`src/rtl/apb_master.sv`:
```
// APB master bridge: accepts one command on a valid/ready request channel, runs the
// APB SETUP/ACCESS sequence with an optional wait-state timeout, and returns the result.
module apb_master #(
  parameter int DATA_WIDTH = 8,
  parameter int ADDR_WIDTH = 2,
  parameter int TIMEOUT    = 15
) (
  input  logic                  clk,
  input  logic                  reset,
  input  logic                  req_valid,
  output logic                  req_ready,
  input  logic                  req_write,
  input  logic [ADDR_WIDTH-1:0] req_addr,
  input  logic [DATA_WIDTH-1:0] req_wdata,
  output logic                  rsp_valid,
  input  logic                  rsp_ready,
  output logic [DATA_WIDTH-1:0] rsp_rdata,
  output logic                  rsp_err,
  output logic                  rsp_timeout,
  output logic                  psel,
  output logic                  penable,
  output logic                  pwrite,
  output logic [ADDR_WIDTH-1:0] paddr,
  output logic [DATA_WIDTH-1:0] pwdata,
  input  logic [DATA_WIDTH-1:0] prdata,
  input  logic                  pready,
  input  logic                  pslverr
);

  localparam logic [1:0] IDLE   = 2'd0;
  localparam logic [1:0] SETUP  = 2'd1;
  localparam logic [1:0] ACCESS = 2'd2;
  localparam logic [1:0] RESP   = 2'd3;

  // The counter only has to reach TIMEOUT-1: the abort happens on the edge that
  // samples the TIMEOUT-th wait cycle.
  localparam int              CNT_W     = (TIMEOUT > 1) ? $clog2(TIMEOUT) : 1;
  localparam logic [CNT_W-1:0] LAST_WAIT = CNT_W'((TIMEOUT > 0) ? TIMEOUT - 1 : 0);

  logic [1:0]       state;
  logic [CNT_W-1:0] wait_cnt;
  logic             timeout_hit;

  assign req_ready   = (state == IDLE);
  assign timeout_hit = (TIMEOUT != 0) && (wait_cnt == LAST_WAIT);

  // NOTE: every register here uses non-blocking assignment and is cleared by the
  // asynchronous reset, so a reset mid-transfer drops the bus and the response at once.
  always_ff @(posedge clk or negedge reset) begin
    if (!reset) begin
      state       <= IDLE;
      wait_cnt    <= '0;
      psel        <= 1'b0;
      penable     <= 1'b0;
      pwrite      <= 1'b0;
      paddr       <= '0;
      pwdata      <= '0;
      rsp_valid   <= 1'b0;
      rsp_rdata   <= '0;
      rsp_err     <= 1'b0;
      rsp_timeout <= 1'b0;
    end else begin
      case (state)
        IDLE: begin
          if (req_valid) begin
            state   <= SETUP;
            psel    <= 1'b1;
            penable <= 1'b0;
            pwrite  <= req_write;
            paddr   <= req_addr;
            pwdata  <= req_write ? req_wdata : '0;
          end
        end
        SETUP: begin
          state    <= ACCESS;
          penable  <= 1'b1;
          wait_cnt <= '0;
        end
        ACCESS: begin
          // A completing slave wins over a timeout landing on the same edge.
          if (pready) begin
            state       <= RESP;
            psel        <= 1'b0;
            penable     <= 1'b0;
            rsp_valid   <= 1'b1;
            rsp_rdata   <= pwrite ? '0 : prdata;
            rsp_err     <= pslverr;
            rsp_timeout <= 1'b0;
          end else if (timeout_hit) begin
            state       <= RESP;
            psel        <= 1'b0;
            penable     <= 1'b0;
            rsp_valid   <= 1'b1;
            rsp_rdata   <= '0;
            rsp_err     <= 1'b1;
            rsp_timeout <= 1'b1;
          end else begin
            wait_cnt <= wait_cnt + 1'b1;
          end
        end
        RESP: begin
          if (rsp_ready) begin
            state     <= IDLE;
            rsp_valid <= 1'b0;
          end
        end
        default: state <= IDLE;
      endcase
    end
  end

endmodule
```
`config.mk`:
```
export PLATFORM = sky130hd
export DESIGN_NAME = apb_master
export DESIGN_NICKNAME = d
export VERILOG_FILES = /design/src/rtl/apb_master.sv
export SDC_FILE = /design/constraint.sdc
export NUM_CORES = 1
export LEC_CHECK = 0
export ABC_AREA = 0
export CORE_ASPECT_RATIO = 0.75
export CORE_MARGIN = 3
export CORE_UTILIZATION = 35
export DETAILED_ROUTE_END_ITERATION = 10
export PLACE_DENSITY_LB_ADDON = 0.15
export SETUP_SLACK_MARGIN = 0.4
export SLEW_MARGIN = 20
export SYNTH_ARGS = -nofsm -noshare
export SYNTH_HDL_FRONTEND = slang
export SYNTH_SLANG_ARGS = --single-unit
```
`constraint.sdc`:
```
create_clock -name clk -period 2.1 [get_ports clk]
set_input_delay 0.63 -clock clk [delete_from_list [all_inputs] [get_ports clk]]
set_output_delay 0.63 -clock clk [all_outputs]
set_load 0.03 [all_outputs]
```
-- Word-level counts from Yosys, hierarchy flattened
Cells that the tools add are included.
- register bits: 30
- bits of input ports: 25
- output and inout port bits: 25
- $add $sub $neg: 1
- equality and inequality tests: 9
- mux-type cells: 24
- reduce and logical (&&, ||, !) cells: 13
- operators with widths (operator ; count):
    8-bit two-way mux ; 4
    3-bit AND reduction ; 5
    1-bit two-way mux ; 9
    2-bit two-way mux ; 4
    4-bit two-way mux ; 2
    2-bit inequality test (second input constant) ; 4
    2-bit one-hot mux with 4 select lines ; 1
    4-bit one-hot mux with 2 select lines ; 1
    2-bit nonzero test ; 4
    4-bit by 1-bit adder with 4-bit output (second input constant) ; 1
    2-bit == test (second input constant) ; 2
    4-bit == test (second input constant) ; 1
    1-bit one-hot mux with 2 select lines ; 2
    2-bit AND reduction ; 2
    3-bit inequality test (second input constant) ; 1
    1-bit one-hot mux with 3 select lines ; 1
    3-bit nonzero test ; 1
    2-bit by 1-bit == test with 1-bit output (second input constant) ; 1
    2-bit zero test ; 1

-- Longest topological paths before layout
- depth after elaboration: 4
- gate-level depth with buffers: 6
- depth with buffers taken out: 5

-- Worst setup path before layout
OpenSTA, ideal clock, no wires.
- path type: register -> register
- start point: register state[0]
- end point: register state[1]
- library setup time: 0.128 ns
- arrival: 1.535 ns
- data required time: 1.972 ns
- slack: 0.437 ns
- cell stages (with the launch flop): 6
- buffers on the path: 0
- period minus slack after synthesis: 1.663 ns
- path through: dfrtp_1 -> inv_1 -> ha_1 -> nor2b_1 -> a211oi_2 -> mux2_1
- word-level cells in the longest chain between the ends: 3
- elaborated cells between the ends (all ways): 9
- ends and longest elaborated chain (element ; RTL line ; source):
    from (decl) ; 40 ; logic [1:0] state;
    from (signal assigned) ; 51 ; state <= IDLE;
    from (signal assigned) ; 66 ; state <= SETUP;
    from (signal assigned) ; 75 ; state <= ACCESS;
    2-bit zero test * ; - ;
    via req_ready ; 11 ; output logic req_ready,
    2-bit inequality test (no source line) ; - ;
    3-bit AND reduction (no source line) ; - ;
The timed path passes the listed nets; every way through them passes the cells marked *.
A chain may end at the register's enable or synchronous reset.

-- Worst setup path in the final report
- start point: register state[1]
- end point: output port req_ready
- word-level cells in the longest chain between the ends: 1
- ends and longest elaborated chain (element ; RTL line ; source):
    2-bit zero test ; 44 ; assign req_ready = (state == IDLE);
    to (decl) ; 11 ;
No other way between the ends.

==> metrics.md <==
| Metric | Value |
|---|---|
| Die width | `77.3 um` |
| DRT iter0 DRCs | `26` |
| Critical Path RT | `1.47 ns` |
| Final cell count without fillers | `225` |
| Core Footprint | `0.00347 mm^2` |
| DRC violation count after routing | `0` |
| Synth warnings | `0` |
| Top cell type's share of synthesized area | `0.563` |
| Power per Cell Area | `1480 mW/mm^2` |
| Yosys cell types | `29` |
| CTS Root Cell | `clkbuf_8` |
| Clock transition at path regs | `0.06 ns` |
| FP Rows | `18` |
| Port Buffers | `49` |
| Routed vias/inst | `4.80` |
| CP Launch Type | `flop` |
| Critical path peak fanout | `3` |
| CP peak stage delay | `0.40 ns` |
| Vias | `1079` |
| Syn Std Cell Area | `0.00133 mm^2` |
| Grt total ovfl | `0` |
| Setup skew after layout | `0.00651 ns` |
| Tightest Pin Transition | `0.386 ns` |
| H-tree level count | `2` |
| Gp weighted congestion | `0.759` |
| Initial antenna violation count | `0` |
| Setup slack after layout | `0.331 ns` |
| CTS buffer count | `5` |
| Max VDD drop | `0.661 mV` |
| CTS tree | `done` |
| Gate power share | `0.510` |
| Min Hold Slack | `0.480 ns` |
| Post-DRT Antenna Nets | `0` |
| Max-cap violations | `0` |
| Clock latency on the worst-skew pair | `0.27 ns` |
| Syn nets | `148` |
| Net switching power | `1.25 mW` |
| CP arrival | `1.14 ns` |
| Synth Area in Simple Gates | `0.114` |
| I/O pins | `50` |
| Biggest area consumer among synthesized cells | `dfrtp_1` |
| Clk network pwr share | `0.151` |
| Worst-path cell chain | `inv_1, ha_1, buf_2` |
| Final min period | `1.77 ns` |
| Final worst-path cycle share | `0.842` |
| Die area | `0.00460 mm^2` |
| Largest cells by area after synthesis | `dfrtp_1, nand2_1, ha_1, a22o_1, mux2i_1` |
| Adder-cell share of the synthesized area | `0.0563` |
| Clk sinks | `30` |
| Pre-antenna DRT Iters | `4` |
| Avg WL per Cell | `14.1 um` |
| First-pass GRT wire length | `5.07 mm` |
| Sw Share | `0.425` |
| Largest family of logic cells by synthesized area | `compound AO/OA/AOI/OAI gates` |
| Highest Clock Rate | `565 MHz` |
| Status | `completed` |
| GRT Util Overall | `0.144` |
| Area Growth Syn to Fin | `48.2%` |
| Slew margin rel. | `0.743` |
| NumNets Final | `207` |
| XOR/XNOR Fraction of Synth Area | `0` |
| Max-slew violations | `0` |
| #FFs+latches synth | `30` |
| Synth Instances | `117` |
| Mux contribution to synthesized area | `0.0722` |
| Chip height | `59.5 um` |
| Pleak | `0.962 nW` |
| Post-route total power | `2.93 mW` |
| Pint | `1.68 mW` |
| Endpoints failing setup | `0` |
| R2R setup slack | `0.47 ns` |
| Setup TNS Final | `0 ns` |
| CTS Buffer Depth | `2` |
| Avg Cell Area, Syn | `11.4 um^2` |
| Initial Util | `0.385` |
| Critical Path Slowest Stage Cell | `dfrtp_1` |
| Final Hold Vio Count | `0` |
| Ant. Diodes | `0` |
| Placed cells | `216` |
| Hpwl dp | `2.31 mm` |
| Largest net degree at the start of global routing | `31` |
| Class of the worst hold path | `flop to flop` |
| Setup WS pre-CTS | `0.0494 ns` |
| WP buf/inv | `2` |
| Type of the worst setup path | `flop to primary output` |
| Synth Area in Compound Gates | `0.168` |
| Crit end category | `primary output` |
| WL final | `3.17 mm` |
| Register area share after synthesis | `0.563` |
| RSZ-0062 raised after global routing | `yes` |
| Vias in the first global route | `1073` |
| Layout cell share with drive strength beyond 1 | `0.160` |
| Flop pwr share | `0.339` |
| Worst path top cell family by delay | `flip-flops` |
-- power by group through the flow --
| stage | Sequential (mW) | Clock [mW] | Combinational, mW |
|---|---|---|---|
| 3_3_place_gp | 1.00 | 0 | 1.56 |
| 5_1_grt | 1.04 | 0.484 | 1.61 |
| 3_5_place_dp | 1.02 | 0 | 1.59 |
| 6_report | 0.994 | 0.443 | 1.50 |
| 4_1_cts | 1.00 | 0.463 | 1.48 |
| 2_1_floorplan | 1.40 | 0 | 0.548 |
-- state kept, by name (all words and copies together), names as in the netlist --
register / cells
paddr: 2
penable: 1
psel: 1
pwdata: 8
pwrite: 1
rsp_err: 1
rsp_rdata: 8
rsp_timeout: 1
rsp_valid: 1
state: 2
wait_cnt: 4
-- logic make-up (layout without fill, tap and decap cells) --
kind of cell | count (synthesis) | after routing
AOI/OAI and AO/OA | 29 | 29
muxes | 9 | 9
buffers and inverters | 9 | 67
and+or+nand+nor | 34 | 34
DFF | 30 | 30
adders and majority gates | 6 | 6
-- synth_stat cells --
cell type / instances
a211oi_2: 2
a21boi_0: 1
a21oi_1: 4
a22o_1: 8
a31o_2: 1
a31oi_1: 1
a31oi_4: 1
a41oi_1: 1
and3_1: 1
and3_2: 1
buf_1: 1
buf_2: 1
clkbuf_1: 2
dfrtp_1: 30
ha_1: 6
inv_1: 5
mux2_1: 2
mux2_2: 3
mux2i_1: 4
nand2_1: 24
nand2b_1: 1
nand3_1: 2
nor2_2: 1
nor2b_1: 2
nor3b_1: 1
o21ai_0: 8
o22ai_1: 1
o32a_1: 1
or3_1: 1
-- through the flow --
stage	instance area (um^2)	util
after floorplan	1330	-
after global placement	1900	0.548
after detailed placement	1900	0.548
after CTS	1960	0.566
after global routing	1980	0.570
final	1980	0.570
-- layer usage --
layer  GRT usage  part of all wire  vias up
li1            -                 -      527
met5           0                 0        -
met2       0.230              0.47       32
met4      0.0457            0.0025        0
met3      0.0578             0.074        2
met1       0.182              0.46      518
-- tightest hold or removal path: stages, from the launching register on --
cell     delay [ns]
dfrtp_1        0.34
nand2_1        0.04
o21ai_0        0.06
-- placed cells by master, fill, tap and decap left out, drive strengths merged, types with 4 or more instances in the layout --
master,count
nand2,24
clkdlybuf4s50,23
dlygate4sd2,17
o21ai,8
mux2,5
a21oi,4
clkdlybuf4s15,6
a22o,8
mux2i,4
inv,5
clkbuf,8
buf,8
dfrtp,30
ha,6
-- final cells by class --
class | instances | area, um^2
timing repair buffer | 56 | 507
multi-input combinational | 78 | 556
inverter | 5 | 18.8
tap | 50 | 62.6
sequential | 30 | 751
clock buffer | 6 | 82.6
fill | 350 | 1490
-- what timing repair did --
action                                  4_1_cts  5_1_grt
hold buffers                                  0        0
buffers inserted                              1        2
gates resized for setup                      30       13
pin swaps                                     0        1
endpoints found under the setup margin       35       22
-- path summary, 6_finish.rpt --
| check | startpoint | endpoint | cells after the start |
|---|---|---|---|
| worst max-delay path | state[1] | req_ready | 3 |
| worst min-delay path | pwdata[7] | pwdata[7] | 2 |
| worst max register to register | wait_cnt[0] | state[1] | 5 |
| worst min register to register | pwdata[7] | pwdata[7] | 2 |
| max in group asynchronous | reset | wait_cnt[1] | 2 |
| min in group asynchronous | reset | rsp_valid | 2 |
Note: power is estimated with default switching activity, not from simulation.
